===== src/rtl/top.sv =====
// ============================================================================
// top -- self-contained 5-bit ALU demo system
//
// An internal controller (instance controller1) walks a hardwired
// 5-instruction program.  Every instruction takes three clocks after the
// first one: FETCH loads A/B/OP from the ROM, EXEC registers the ALU result,
// and WRITE copies that result to the output with a signed "greater than
// zero" flag.  After the last WRITE the controller parks in DONE with done
// high until reset.
//
// Ports (top):
//   clk           in   1  system clock, rising edge
//   reset         in   1  asynchronous, active-high; clears all state
//   result        out  5  registered ALU result of the last completed instr
//   flag_gt_zero  out  1  result read as 5-bit two's complement is > 0
//   done          out  1  whole program executed; held until reset
// ============================================================================

module controller (
    input  logic       clk,
    input  logic       reset,
    output logic [4:0] result,
    output logic       flag_gt_zero,
    output logic       done
);

    localparam int WIDTH     = 5;
    localparam int NUM_INSTR = 5;

    typedef enum logic [2:0] {
        IDLE  = 3'b000,
        FETCH = 3'b001,
        EXEC  = 3'b010,
        WRITE = 3'b011,
        DONE  = 3'b100
    } state_t;

    // Externally probed registers keep their plain names.
    state_t             pstate;
    logic [WIDTH-1:0]   A;
    logic [WIDTH-1:0]   B;
    logic [2:0]         OP;

    state_t             pstate_d;
    logic [WIDTH-1:0]   A_d;
    logic [WIDTH-1:0]   B_d;
    logic [2:0]         OP_d;
    logic [2:0]         pc_q,     pc_d;
    logic [WIDTH-1:0]   alu_q,    alu_d;
    logic [WIDTH-1:0]   result_q, result_d;
    logic               flag_q,   flag_d;
    logic               done_q,   done_d;

    // Program ROM: returns {A, B, OP}.  Out-of-range addresses yield zeros.
    function automatic logic [12:0] rom_f(input logic [2:0] addr);
        logic [12:0] word;
        case (addr)
            3'd0:    word = {5'b00111, 5'b00011, 3'b000};
            3'd1:    word = {5'b00111, 5'b00011, 3'b001};
            3'd2:    word = {5'b00011, 5'b00111, 3'b001};
            3'd3:    word = {5'b10101, 5'b01010, 3'b010};
            3'd4:    word = {5'b00101, 5'b01000, 3'b011};
            default: word = 13'd0;
        endcase
        return word;
    endfunction

    // 5-bit ALU; all results wrap modulo 32, no carry out.
    function automatic logic [4:0] alu_f(input logic [4:0] a,
                                         input logic [4:0] b,
                                         input logic [2:0] op);
        logic [4:0] y;
        case (op)
            3'b000:  y = a + b;
            3'b001:  y = a - b;
            3'b010:  y = a & b;
            3'b011:  y = a | b;
            3'b100:  y = a ^ b;
            3'b101:  y = ~a;
            3'b110:  y = {a[3:0], 1'b0};
            3'b111:  y = {1'b0, a[4:1]};
            default: y = 5'd0;
        endcase
        return y;
    endfunction

    // State and datapath registers, all cleared by the asynchronous reset.
    always_ff @(posedge clk or posedge reset) begin
        if (reset) begin
            pstate   <= IDLE;
            A        <= 5'd0;
            B        <= 5'd0;
            OP       <= 3'd0;
            pc_q     <= 3'd0;
            alu_q    <= 5'd0;
            result_q <= 5'd0;
            flag_q   <= 1'b0;
            done_q   <= 1'b0;
        end else begin
            pstate   <= pstate_d;
            A        <= A_d;
            B        <= B_d;
            OP       <= OP_d;
            pc_q     <= pc_d;
            alu_q    <= alu_d;
            result_q <= result_d;
            flag_q   <= flag_d;
            done_q   <= done_d;
        end
    end

    // Next-state and datapath update; everything holds unless its state acts.
    always_comb begin
        pstate_d = pstate;
        A_d      = A;
        B_d      = B;
        OP_d     = OP;
        pc_d     = pc_q;
        alu_d    = alu_q;
        result_d = result_q;
        flag_d   = flag_q;
        done_d   = done_q;
        case (pstate)
            IDLE: begin
                pstate_d = FETCH;
            end
            FETCH: begin
                {A_d, B_d, OP_d} = rom_f(pc_q);
                pstate_d         = EXEC;
            end
            EXEC: begin
                alu_d    = alu_f(A, B, OP);
                pstate_d = WRITE;
            end
            WRITE: begin
                result_d = alu_q;
                // Positive in two's complement: sign bit clear and non-zero.
                flag_d   = ~alu_q[4] & (|alu_q);
                if (pc_q == 3'(NUM_INSTR - 1)) begin
                    pstate_d = DONE;
                    done_d   = 1'b1;
                end else begin
                    pc_d     = pc_q + 3'd1;
                    pstate_d = FETCH;
                end
            end
            DONE: begin
                pstate_d = DONE;
                done_d   = 1'b1;
            end
            default: begin
                pstate_d = IDLE;
            end
        endcase
    end

    assign result       = result_q;
    assign flag_gt_zero = flag_q;
    assign done         = done_q;

endmodule

module top (
    input  logic       clk,
    input  logic       reset,
    output logic [4:0] result,
    output logic       flag_gt_zero,
    output logic       done
);

    controller controller1 (
        .clk          (clk),
        .reset        (reset),
        .result       (result),
        .flag_gt_zero (flag_gt_zero),
        .done         (done)
    );

endmodule


===== config.mk =====
export PLATFORM = sky130hd
export DESIGN_NAME = top
export DESIGN_NICKNAME = d
export VERILOG_FILES = /design/src/rtl/top.sv
export SDC_FILE = /design/constraint.sdc
export NUM_CORES = 1
export LEC_CHECK = 0
export CAP_MARGIN = 20
export CORE_MARGIN = 2
export CORE_UTILIZATION = 35
export DETAILED_ROUTE_END_ITERATION = 7
export SLEW_MARGIN = 20
export SYNTH_ARGS = -nofsm -noshare
export SYNTH_HDL_FRONTEND = slang
export SYNTH_SLANG_ARGS = --single-unit

===== constraint.sdc =====
create_clock -name clk -period 2.8 [get_ports clk]
set_input_delay 0.56 -clock clk [delete_from_list [all_inputs] [get_ports clk]]
set_output_delay 0.56 -clock clk [all_outputs]
set_load 0.02 [all_outputs]

==> results.md, run 1 <==
- Worst-path clk slew: 0.09 ns
- Hold depth: 1
- Worst Path Arrival: 2.47 ns
- RSZ-0062 raised after global routing: no
- Die X: 68.0 µm
- Gr usage total: 12.1%
- Syn avg cell area: 10.2 µm²
- Clk Latency, worst-skew pair: 0.27 ns
- Largest family of logic cells by synthesized area: simple AND/OR/NAND/NOR gates
- Max-Cap Viols: 0
- Main synth FF type: dfrtp_1
- Antenna Nets Post-Route: 0
- Die area: 4620 µm²
- Post-placement setup slack: 0.515 ns
- Critical path buffers and inverters: 1
- Crit end category: register
- Largest area contributor in the netlist: dfrtp_1
- Top delay family on crit path: adder cells
- Mux share of post-synthesis cell area: 6.55%
- Max Clock Freq: 437 MHz
- First-pass GRT wire length: 4200 µm
- Drt pass-1 iters: 4
- Via density: 4.87
- Final Setup Violations: 0
- Post-Synth Adder-Cell Area: 12.6%
- Site row count: 23
- Unique masters post-synth: 34
- H-tree Lvls: 1
- Most common cell in the netlist: dfrtp_1
- Seq cells post-synth: 26
- Endpoints failing hold: 0
- Synth Area in Compound Gates: 13.3%
- Maximum VDD drop: 0.000232 V
- Clock Path Buffers: 2
- Share of post-route cells with drive strength above 1: 12.8%
- Largest net degree at the start of global routing: 27
- Initial drt markers: 28
- Total Nets Final: 165
- Worst-path cell chain: inv_1 -> ha_1 -> nand2_1 -> o21ai_0 -> fa_1 -> nor2b_1 -> o22ai_1 -> xnor3_1 -> o31ai_2
- HP Class: reg2reg
- CP max-delay cell: fa_1
- Vias post-DR: 970
- XOR/XNOR Fraction of Synth Area: 2.79%
- Synth Area in Simple Gates: 14.8%
- Num CTS Buffers: 3
- Register area share after synthesis: 45.4%
- Minimum clock period after layout: 2.29 ns
- Slew @ Worst Pin: 0.619 ns
- CP startpoint: controller1.B[0]
- Critical Path Source Type: register
- Hold Startpoint: controller1.done
- Syn Nets: 155
- Pwr dens: 426 nW/µm²
- Starting Density: 36.1%
- Overflow after GRT: 0
- Slew HR: 58.6%
- GPL Wtd Cong: 0.805
- Register-to-Register Path Depth: 9
- Area of the core: 3970 µm²
- Initial antenna violation count: 0
- Post-CTS setup buffers: 0
- Vias in the first global route: 950
- TritonCTS clock tree: done
- Critical path peak fanout: 7
- Post-CTS sizing: 0
- TritonCTS Sinks: 26
- Sum Neg Setup Slack: 0 ns
- Die Y: 68.0 µm
- Critical path class: reg2reg
- Diode count: 0
- Slack of the critical path: 0.511 ns
- Root cell of the clock tree: clkbuf_8
- Synth top cells by count: dfrtp_1, nand2_1, o21ai_0
- Setup Skew: 0.00740 ns
- Slew Viols, Final: 0
- Reg2Reg Setup Slack: 0.51 ns
- Port Buffers: 8
- CP required: 2.98 ns
- Drt wl/cell: 12.6 µm
- WHS Endpoint: controller1.done
- Hold buffers post-CTS: 0
- Fin util: 41.0%
- EDFF count, synth: 0
- Synthesis-to-layout area growth: 13.7%
- Yosys top cell area share: 45.4%
- Mapped Cells: 140
- Top Ports: 9
- Synth Cell Area: 1430 µm²
- Reg-to-Reg End: controller1.alu_q[4]
- Post-route DRC: 0
- Hpwl dp: 1960 µm
- RR Startpoint: controller1.B[0]
- Fin crit share: 81.8%
- Drt total wl: 2500 µm
- Main area contributors after synthesis: dfrtp_1, ha_1, mux2_2
- Ys Warns: 0
- Asr flop ratio synth: 100%
- Status: completed
- Leakage: 0.722 nW
- Worst stage delay on the critical path: 0.47 ns
## worst max-delay path by stage
stage                     depth (start not counted)  slack [ns]                   end
after global placement                            9        0.63  controller1.alu_q[4]
after floorplan                                   9        0.73  controller1.alu_q[4]
final                                             9        0.51  controller1.alu_q[4]
after global routing                              9        0.34  controller1.alu_q[4]
after CTS                                         9        0.48  controller1.alu_q[4]
after detailed placement                          9        0.52  controller1.alu_q[4]
## placed cells by master (no fill, tap or decap), drive strengths merged, types with 2 or more instances in the layout
master / instances
dfrtp: 26
xnor2: 2
inv: 11
a21oi: 9
nor2: 10
nand2: 15
clkbuf: 3
mux2: 8
o21ai: 14
nor3: 4
nor2b: 3
o31ai: 3
ha: 12
nand2b: 4
clkdlybuf4s50: 8
nand3: 2
## sequential cells by signal, summed over array words and instances, names as in the netlist
register	flops
controller1.pc_q	3
controller1.done	1
controller1.alu_q	5
controller1.A	3
controller1.OP	2
controller1.B	3
controller1.result	5
controller1.flag_gt_zero	1
controller1.pstate	3
## final cells by class
type	instances	area (µm²)
sequential	26	651
multi-input combinational	99	716
inverter	11	41.3
timing repair buffer	9	87.6
clock inverter	1	30.0
clock buffer	3	41.3
fill	403	2340
tap	50	62.6
## cells by family (layout without fill, tap and decap cells)
family                   count (synthesis)  after routing
AND/OR/NAND/NOR                         43             43
AO/OA/AOI/OAI                           31             31
flip-flops                              26             26
buffers and inverters                   15             24
adder cells (fa/ha/maj)                 14             14
multiplexers                             8              8
XOR/XNOR                                 3              3
## power by group
part           total, mW  internal (mW)  leakage [nW]  switching (mW)
registers          0.375          0.375         0.290               0
clock network      0.309          0.191        0.0357           0.118
logic            0.00978        0.00224         0.396         0.00754
total              0.694          0.569         0.722           0.126
## through the flow
| stage | cells | cell area, µm² | hold slack, ns | power [mW] |
|---|---|---|---|---|
| 2_1_floorplan | 140 | 1430 | 0.466 | 0.388 |
| 3_3_place_gp | 195 | 1560 | 0.455 | 0.393 |
| 3_5_place_dp | 195 | 1560 | 0.461 | 0.393 |
| 4_1_cts | 199 | 1630 | 0.490 | 0.705 |
| 6_report | 199 | 1630 | 0.484 | 0.694 |
| 5_1_grt | 199 | 1630 | 0.509 | 0.723 |
## layer usage
layer / wire (µm) / global-route usage, % / share of wire (%) / vias up
met5: 0 / 0 / 0 / -
met4: 0 / 0.750 / 0 / 0
met3: 77 / 3.95 / 3.1 / 0
met2: 1350 / 23.3 / 54 / 11
met1: 1070 / 13.3 / 43 / 462
li1: - / - / - / 497
No activity file was read; power rests on OpenSTA's default activity.
==> inputs of run 2 (changes only) <==
==> constraint.sdc (replaced) <==
create_clock -name clk -period 1.9 [get_ports clk]
set_input_delay 0.38 -clock clk [delete_from_list [all_inputs] [get_ports clk]]
set_output_delay 0.38 -clock clk [all_outputs]
set_load 0.02 [all_outputs]
==> results.md, run 2 (synthesized netlist as in run 1, its figures left out) <==
- Status: complete, but fails checks
- Failing checks: negative setup slack
- Clock power frac: 44.5%
- Final hold slack: 0.464 ns
- Leakage: 0.805 nW
- Site row count: 23
- Initial antenna violation count: 0
- CP required: 2.08 ns
- Switching Share: 18.1%
- Slack of the critical path: -0.0379 ns
- Register-to-Register Path Depth: 9
- Worst Path Arrival: 2.12 ns
- Via density: 4.90
- Critical path class: reg2reg
- TritonCTS clock tree: done
- Reg2Reg Setup Slack: -0.04 ns
- Hold buffers post-CTS: 0
- Pwr dens: 575 nW/µm²
- Gr usage total: 13.4%
- Worst-path clk slew: 0.09 ns
- Total power: 1.02 mW
- Area of the core: 3970 µm²
- Drt total wl: 2670 µm
- Critical path peak fanout: 2
- RR Startpoint: controller1.B[0]
- Clk Latency, worst-skew pair: 0.27 ns
- First-pass GRT wire length: 4730 µm
- Starting Density: 36.1%
- Num CTS Buffers: 3
- Reg-to-Reg End: controller1.alu_q[4]
- Drt pass-1 iters: 4
- Top Ports: 9
- Max-Cap Viols: 0
- Largest net degree at the start of global routing: 27
- Final Setup Violations: 2
- Minimum clock period after layout: 1.94 ns
- Share of post-route cells with drive strength above 1: 26.9%
- TritonCTS Sinks: 26
- HP Class: in2async
- H-tree Lvls: 1
- Overflow after GRT: 0
- Die Y: 68.0 µm
- GPL Wtd Cong: 0.850
- Vias in the first global route: 1045
- Synthesis-to-layout area growth: 24.1%
- Diode count: 0
- Most common cell after layout, fill and taps aside: dfrtp_1
- Fin crit share: 102%
- Slew @ Worst Pin: 0.327 ns
- NetSw: 0.185 mW
- Seq pwr share: 54.1%
- Setup Skew: 0.00256 ns
- Hpwl dp: 2000 µm
- Max Clock Freq: 516 MHz
- Root cell of the clock tree: clkbuf_8
- RSZ-0062 raised after global routing: yes
- Fin util: 44.8%
- Total internal power: 0.838 mW
- Vias post-DR: 1030
- Slew Viols, Final: 0
- Post-route DRC: 0
- Initial drt markers: 23
- Clock Path Buffers: 2
- Die X: 68.0 µm
- Post-placement setup slack: -0.0897 ns
- Comb power frac: 1.4%
- Endpoints failing hold: 0
- Crit end category: register
- Die area: 4620 µm²
- Critical Path Source Type: register
- Sum Neg Setup Slack: -0.0581 ns
- Maximum VDD drop: 0.000270 V
- Port Buffers: 8
- Total Nets Final: 176
- Drt wl/cell: 12.7 µm
- Slew HR: 78.0%
- Antenna Nets Post-Route: 0
- Most frequent cells in the layout: dfrtp_1, nand2_1, buf_4
run 2: area by class of cell:
| type | instances | area (µm²) |
|---|---|---|
| clock buffers | 3 | 41.3 |
| clock inverters | 1 | 30.0 |
| fillers | 371 | 2190 |
| inverters | 11 | 41.3 |
| multi-input cells | 99 | 782 |
| flip-flops and latches | 26 | 651 |
| well taps | 50 | 62.6 |
| repair buffers | 20 | 170 |
run 2: power by group through the flow:
stage               Sequential, mW  Combinational [mW]  Clock, mW
floorplan                    0.564             0.00822          0
global placement             0.564              0.0150          0
detailed placement           0.564              0.0153          0
CTS                          0.553              0.0154      0.470
global route                 0.553              0.0166      0.489
finish                       0.553              0.0141      0.455
run 2: critical path: stages, from the launching register on:
cell and delay, ns:
dfrtp_1 0.37, inv_2 0.06, ha_4 0.16, nand2b_4 0.13
xnor2_1 0.12, ha_1 0.30, nor2b_4 0.14, o22ai_2 0.16
xnor3_1 0.24, o31ai_2 0.18
run 2: routing by layer:
metal / GRT usage, % / routed length (µm) / share of wire, %
met5: 0 / 0 / 0
met4: 3.00 / 13 / 0.49
met3: 1.97 / 55 / 2.1
met2: 24.2 / 1400 / 52
met1: 17.0 / 1200 / 45
run 2: timing repair:
action / in CTS / in global routing
resized for setup: 6 / 4
pin swaps: 6 / 0
endpoints found under the setup margin: 2 / 3
setup buffers: 1 / 0
run 2: worst max-delay path by stage:
stage | startpoint | slack, ns | to
after floorplan | controller1.B[0] | -0.08 | controller1.alu_q[4]
after global placement | controller1.B[1] | -0.02 | controller1.alu_q[4]
after detailed placement | controller1.B[1] | -0.09 | controller1.alu_q[4]
after CTS | controller1.B[0] | -0.06 | controller1.alu_q[4]
after global routing | controller1.B[1] | -0.15 | controller1.alu_q[4]
final | controller1.B[0] | -0.04 | controller1.alu_q[4]
run 2: stage by stage:
stage | area [µm²] | std cells
detailed placement | 1660 | 205
CTS | 1760 | 210
finish | 1780 | 210
floorplan | 1460 | 140
global placement | 1660 | 205
global route | 1780 | 210
